<file path="src/rtl/led_pattern_seq.sv">
// LED pattern generator for the iCEstick output stage: four ring patterns
// stepped by a prescaler on D1-D4, and a triangle-modulated PWM "breathing" D5.
module led_pattern_seq #(
  parameter int TICK_DIV = 1200000,
  parameter int PWM_BITS = 11
) (
  input  logic       clk,
  input  logic       rst,
  input  logic [1:0] mode,
  input  logic       pause,
  output logic [4:0] led,
  output logic       tick
);

  localparam int PRES_W = $clog2(TICK_DIV);
  localparam logic [PRES_W-1:0] PRES_MAX = PRES_W'(TICK_DIV - 1);
  localparam logic [PWM_BITS-1:0] LVL_MAX = '1;

  localparam logic [1:0] MODE_ALL_ON = 2'd0;
  localparam logic [1:0] MODE_ROTATE = 2'd1;
  localparam logic [1:0] MODE_BOUNCE = 2'd2;
  localparam logic [1:0] MODE_COUNT  = 2'd3;

  localparam logic [0:0] DIR_UP   = 1'b0;
  localparam logic [0:0] DIR_DOWN = 1'b1;

  logic [1:0]          mode_q, mode_d;
  logic [PRES_W-1:0]   pres_q, pres_d;
  logic                tick_q, tick_d;
  logic [1:0]          pos_q, pos_d;
  logic [0:0]          dir_q, dir_d;
  logic [3:0]          cnt_q, cnt_d;
  logic [3:0]          ring_q, ring_d;
  logic [PWM_BITS-1:0] pwm_q, pwm_d;
  logic [PWM_BITS-1:0] lvl_q, lvl_d;
  logic [0:0]          lvlDir_q, lvlDir_d;
  logic                breath_q, breath_d;

  // Mode change restarts the pattern and the prescaler phase, and outranks pause.
  always_comb begin
    mode_d = mode;
    pres_d = pres_q;
    tick_d = 1'b0;
    pos_d  = pos_q;
    dir_d  = dir_q;
    cnt_d  = cnt_q;
    if (mode != mode_q) begin
      pres_d = '0;
      pos_d  = 2'd0;
      dir_d  = DIR_UP;
      cnt_d  = 4'd0;
    end else if (!pause) begin
      if (pres_q == PRES_MAX) begin
        pres_d = '0;
        tick_d = 1'b1;
        case (mode_q)
          MODE_ROTATE: pos_d = pos_q + 2'd1;
          MODE_BOUNCE: begin
            if (dir_q == DIR_UP) begin
              pos_d = pos_q + 2'd1;
              if (pos_q == 2'd2) dir_d = DIR_DOWN;
            end else begin
              pos_d = pos_q - 2'd1;
              if (pos_q == 2'd1) dir_d = DIR_UP;
            end
          end
          MODE_COUNT:  cnt_d = cnt_q + 4'd1;
          default:     ;
        endcase
      end else begin
        pres_d = pres_q + PRES_W'(1);
      end
    end
  end

  // Ring decode reads the registered state, so the LEDs trail the pattern by a clock.
  always_comb begin
    ring_d = 4'b1111;
    case (mode_q)
      MODE_ALL_ON: ring_d = 4'b1111;
      MODE_ROTATE,
      MODE_BOUNCE: ring_d = 4'b0001 << pos_q;
      MODE_COUNT:  ring_d = cnt_q;
      default:     ring_d = 4'b1111;
    endcase
  end

  // Brightness walks a triangle, one step per PWM wrap, turning at both ends without dwell.
  always_comb begin
    pwm_d    = pwm_q + PWM_BITS'(1);
    lvl_d    = lvl_q;
    lvlDir_d = lvlDir_q;
    if (pwm_q == LVL_MAX) begin
      if (lvlDir_q == DIR_UP) begin
        lvl_d = lvl_q + PWM_BITS'(1);
        if (lvl_q == LVL_MAX - PWM_BITS'(1)) lvlDir_d = DIR_DOWN;
      end else begin
        lvl_d = lvl_q - PWM_BITS'(1);
        if (lvl_q == PWM_BITS'(1)) lvlDir_d = DIR_UP;
      end
    end
    breath_d = (pwm_q < lvl_q);
  end

  always_ff @(posedge clk) begin
    if (rst) begin
      mode_q   <= MODE_ALL_ON;
      pres_q   <= '0;
      tick_q   <= 1'b0;
      pos_q    <= 2'd0;
      dir_q    <= DIR_UP;
      cnt_q    <= 4'd0;
      ring_q   <= 4'd0;
      pwm_q    <= '0;
      lvl_q    <= '0;
      lvlDir_q <= DIR_UP;
      breath_q <= 1'b0;
    end else begin
      mode_q   <= mode_d;
      pres_q   <= pres_d;
      tick_q   <= tick_d;
      pos_q    <= pos_d;
      dir_q    <= dir_d;
      cnt_q    <= cnt_d;
      ring_q   <= ring_d;
      pwm_q    <= pwm_d;
      lvl_q    <= lvl_d;
      lvlDir_q <= lvlDir_d;
      breath_q <= breath_d;
    end
  end

  assign led  = {breath_q, ring_q};
  assign tick = tick_q;

endmodule

</file>
<file path="config.mk">
export PLATFORM = sky130hd
export DESIGN_NAME = led_pattern_seq
export DESIGN_NICKNAME = d
export VERILOG_FILES = /design/src/rtl/led_pattern_seq.sv
export SDC_FILE = /design/constraint.sdc
export NUM_CORES = 1
export LEC_CHECK = 0
export CAP_MARGIN = 10
export CORE_MARGIN = 5
export CORE_UTILIZATION = 45
export DETAILED_ROUTE_END_ITERATION = 10
export DONT_BUFFER_PORTS = 1
export SYNTH_ARGS = -nofsm -noshare
export SYNTH_HDL_FRONTEND = slang
export SYNTH_SLANG_ARGS = --single-unit
</file>
<file path="constraint.sdc">
create_clock -name clk -period 2.6 [get_ports clk]
set_input_delay 0.52 -clock clk [delete_from_list [all_inputs] [get_ports clk]]
set_output_delay 0.52 -clock clk [all_outputs]
set_load 0.1 [all_outputs]
</file>
== Yosys cells after proc, flatten, opt, wreduce, memory -nomap -nowiden ==
Cells that the tools add are included.

* Add/subtract/negate cells: 7
* $lt $le $gt $ge: 1
* Equality and inequality tests: 10
* Shifts and indexed selects: 1
* Muxes and demuxes: 12
* Bitwise operators: 1
* Reductions and logical operators: 8

{| class="wikitable"
|+ Operators with widths
! kind !! count
|-
| $add 11x1->11 const B || 2
|-
| $eq 11x11->1 const B || 2
|-
| $add 21x1->21 const B || 1
|-
| $eq 21x21->1 const B || 1
|-
| $mux 21 || 1
|-
| $pmux 4 s3 || 1
|-
| $eq 11x1->1 const B || 1
|-
| $lt 11x11->1 || 1
|-
| $mux 11 || 1
|-
| $sub 11x1->11 const B || 1
|-
| $reduce_and 3->1 || 3
|-
| $mux 1 || 7
|-
| $eq 2x2->1 const B || 3
|-
| $add 4x1->4 const B || 1
|-
| $eq 2x1->1 const B || 2
|-
| $pmux 2 s2 || 1
|-
| $reduce_or 2->1 || 2
|-
| $shl 1x2->4 const A || 1
|-
| $reduce_or 3->1 || 1
|-
| $add 2x1->2 const B || 1
|-
| $logic_not 2->1 || 1
|-
| $mux 2 || 1
|-
| $ne 2x2->1 || 1
|-
| $reduce_bool 2->1 || 1
|-
| 2 further kinds || 2
|}

* Bits in registers: 59
* Bits of input ports: 5
* Output and inout bits: 6
* Word-level logic and storage cells: 51

== Logic depth before layout (Yosys ltp) ==
* Depth in word-level cells: 3
* Depth in mapped cells: 7

== Least setup slack after synthesis ==
Ideal clock, no wire load.

* Path kind: register -> register
* Start point: reg pres_q[15]
* End point: reg pos_q[1]
* Setup time: 0.070 ns
* Arrival: 2.076 ns
* Required time: 2.530 ns
* Path slack: 0.454 ns
* Cell stages (with the launch flop): 6
* Period minus slack after synthesis: 2.146 ns
* Path through: dfxtp_1 or4b_1 or4_1 buf_2 or4_1 a21oi_1

* Word-level cells in the longest chain between the ends: 2

{| class="wikitable"
|+ RTL lines
! element !! line !! source
|-
| start, declared || 28 || <nowiki>logic [PRES_W-1:0] pres_q, pres_d;</nowiki>
|-
| start signal, assigned || 120 || <nowiki>pres_q <= pres_d;</nowiki>
|-
| $eq 21x21->1 || 53 || <nowiki>if (pres_q == PRES_MAX) begin</nowiki>
|-
| $reduce_and 3->1 (no line) || n/a ||
|-
| end signal, assigned || 122 || <nowiki>pos_q <= pos_d;</nowiki>
|-
| end, declared || 30 || <nowiki>logic [1:0] pos_q, pos_d;</nowiki>
|}

Every way passes these cells.
A chain may end at the register's enable or synchronous reset.

== Final worst setup path ==
* Start point: reg pres_q[14]
* End point: reg dir_q

* Word-level cells in the longest chain between the ends: 2

{| class="wikitable"
|+ RTL lines
! element !! line !! source
|-
| $eq 21x21->1 || 53 ||
|-
| $reduce_and 3->1 (no line) || n/a ||
|-
| end signal, assigned || 123 || <nowiki>dir_q <= dir_d;</nowiki>
|-
| end, declared || 31 || <nowiki>logic [0:0] dir_q, dir_d;</nowiki>
|}

Every way passes these cells.

==> flow_summary.json <==
{
  "status": "finished clean",
  "critPathLaunchType": "register",
  "p_int_uw": 1494,
  "htree_levels": 3,
  "leakagePower_uw": 0.001214,
  "grt_pass1_wl_um": 10910,
  "dieArea_um2": 8783,
  "avgRoutedWirePerCell_um": 13.38,
  "rr_startpoint": "pres_q[14]",
  "syn_inst": 364,
  "cellPowerDensity_nw_per_um2": 562.0,
  "core_um2": 6794,
  "ir_drop_v": 0.0002764,
  "pwr-share-comb": 0.054,
  "diodes": 0,
  "dr.pass1.iters": 4,
  "critPathLaunch": "pres_q[14]",
  "fin_crit_sh": 0.8764,
  "cts_tree": "done",
  "worst_pin_slew_ps": 557.7,
  "relSlewSlack": 0.6282,
  "hold_slack_ps": 244.5,
  "cts_made_buffers": 9,
  "synth_edf_count": 0,
  "slowest_stage": "or4_4",
  "sw_frac_of_total": 0.2441,
  "path_depth": 4,
  "cts_root_buffer": "clkbuf_8",
  "crit_buf_inv": 0,
  "grt_max_degree": 34,
  "port_buffers": 0,
  "synth_top_area_frac": 0.3745,
  "p_clk_frac": 0.479,
  "grt_usage": 0.1541,
  "worstPathCellList": "or4b_1 > or4_4 > or4_1 > a21oi_1",
  "detail_route.iter0.violations": 107,
  "num_rows": 30,
  "ys_async_sr_fraction": 0,
  "syn_nets": 393,
  "cts.sinks": 59,
  "hold_viol_final": 0,
  "ff2ff_setup_slack_ps": 320,
  "gp_congestion": 0.7964,
  "crit_path_end_kind": "register",
  "r2r-end": "dir_q",
  "ys_warn_count": 0,
  "fin_skew_ps": 8.041,
  "maxCapViolations": 0,
  "drive_gt1_frac": 0.08824,
  "ys_seq_area_frac": 0.3745,
  "num_vias": 2588,
  "final_antenna_net_count": 0,
  "clockBufferDepth": 2,
  "crit_path_end": "dir_q",
  "fmax_mhz": 438.8,
  "drc": 0,
  "yosys.area.top_type": "dfxtp_1",
  "io_pins": 11,
  "crit_fanout": 16,
  "antenna_found_initial": 0,
  "p_seq_frac": 0.468,
  "rsz0062_at_grt": "false",
  "required_ps": 2870,
  "yosys-top-cells-area": "dfxtp_1 37%, ha_1 9.5%, or4_1 4.8%",
  "clk_latency_ps": 340,
  "cts.clk_slew.worst_paths_ps": 80,
  "die_h_um": 93.72,
  "setup-tns-final_ps": 0,
  "hold_class": "input pin to register",
  "synth.most_common_cell": "dfxtp_1",
  "synthFlopType": "dfxtp_1",
  "dp_hpwl_um": 4396,
  "ys_ff_latch": 59,
  "timing.final.crit_period_ps": 2279,
  "drv_slew": 0,
  "avgSynthCellArea_um2": 8.666,
  "arrival_ps": 2550,
  "syn_to_final_growth_pct": 11.50,
  "max_stage_delay_ps": 630,
  "worstRegToRegCells": 4,
  "synth.distinct_cells": 43,
  "grt_pass1_vias": 2302,
  "drt-vias-per-instance": 5.506,
  "grt.overflow.total": 0,
  "setup_viol": 0,
  "nets": 398,
  "critical_path_class": "register to register",
  "cpLargestDelayFamily": "simple AND/OR/NAND/NOR gates",
  "hold_buffers": 0,
  "synthesis.area_um2": 3154,
  "yosys-top-cells-count": "59 x dfxtp_1, 36 x nor2_1, 27 x a21oi_1",
  "drt_wl_total_um": 6290,
  "start_util": 0.4643,
  "switchingPower_uw": 482.5,
  "die_w_um": 93.72
}
[worst min path at each step]
stage,to,depth (start not counted),from
floorplan,pwm_q[0],1,pwm_q[0]
global placement,pwm_q[0],1,pwm_q[0]
detailed placement,cnt_q[3],2,cnt_q[3]
CTS,lvl_q[2],1,rst
global route,mode_q[1],1,rst
finish,lvl_q[7],1,rst
[sequential cells by signal (all words and copies together), names as in the netlist]
signal and cells:
pwm_q 11, ring_q 4, lvl_q 11, breath_q 1, cnt_q 4, mode_q 2, pos_q 2, pres_q 21
dir_q 1, lvlDir_q 1, tick 1
[routing by layer]
metal | track usage | share of wire
met1 | 0.2226 | 0.52
met2 | 0.2200 | 0.42
met3 | 0.03045 | 0.040
met4 | 0.06859 | 0.018
met5 | 0 | 0
[layout by cell type, fill, tap and decap left out, types with 4 or more instances in the layout]
| cell type | netlist | layout |
|---|---|---|
| or4_1 | 20 | 19 |
| inv_1 | 20 | 20 |
| nor2_1 | 36 | 36 |
| and3_1 | 4 | 4 |
| nor2b_1 | 5 | 5 |
| nand4_1 | 12 | 12 |
| nand3_1 | 16 | 16 |
| and4_1 | 4 | 4 |
| nand2_1 | 15 | 15 |
| a221oi_1 | 5 | 5 |
| or3_1 | 9 | 9 |
| nor4_1 | 6 | 6 |
| xor2_1 | 12 | 12 |
| clkbuf_8 | 0 | 9 |
| xnor2_1 | 13 | 13 |
| o21ai_0 | 8 | 8 |
| dfxtp_1 | 59 | 59 |
| o31ai_1 | 17 | 16 |
| buf_4 | 1 | 11 |
| ha_1 | 24 | 24 |
| a21oi_1 | 27 | 27 |
| nor3_1 | 5 | 5 |
[final cells by class]
type,instances,area (um^2)
fillers,657,3277
multi-input cells,268,1834
flip-flops and latches,59,1181
clock buffers,9,123.9
well taps,96,120.1
clock inverters,7,100.1
repair buffers,11,82.58
inverters,20,75.07
[timing repair]
| item | in CTS | in global routing |
|---|---|---|
| resized for setup | 0 | 1 |
| endpoints found under the setup margin | 0 | 3 |
| buffers inserted | 0 | 0 |
[power groups by stage]
stage | Combinational [uW] | Clock, uW | Sequential, uW
2_1_floorplan | 60.3 | 0 | 977
3_3_place_gp | 105 | 0 | 945
3_5_place_dp | 106 | 0 | 946
4_1_cts | 107 | 976 | 924
5_1_grt | 113 | 1020 | 927
6_report | 106 | 946 | 925
[metrics by stage]
stage | cell area [um^2] | instances | total power [uW] | worst slack, ps | utilization
finish | 3517 | 470 | 1977 | 321.3 | 0.5177
global route | 3517 | 470 | 2060 | 173.8 | 0.5177
CTS | 3513 | 470 | 2007 | 157.8 | 0.5171
detailed placement | 3289 | 454 | 1052 | 165.0 | 0.4842
global placement | 3289 | 454 | 1051 | 222.9 | 0.4842
floorplan | 3154 | 364 | 1038 | 454.3 | -
[cell families after synthesis]
logic type / after synthesis / synth area share
xor gates and xnor gates: 25 / 0.06942
muxes: 4 / 0.01349
and+or+nand+nor: 145 / 0.2570
buffers and inverters: 37 / 0.04681
AOI/OAI and AO/OA: 70 / 0.1436
adders and majority gates: 24 / 0.09520
DFF: 59 / 0.3745
Power figures use the tool's default switching activity.
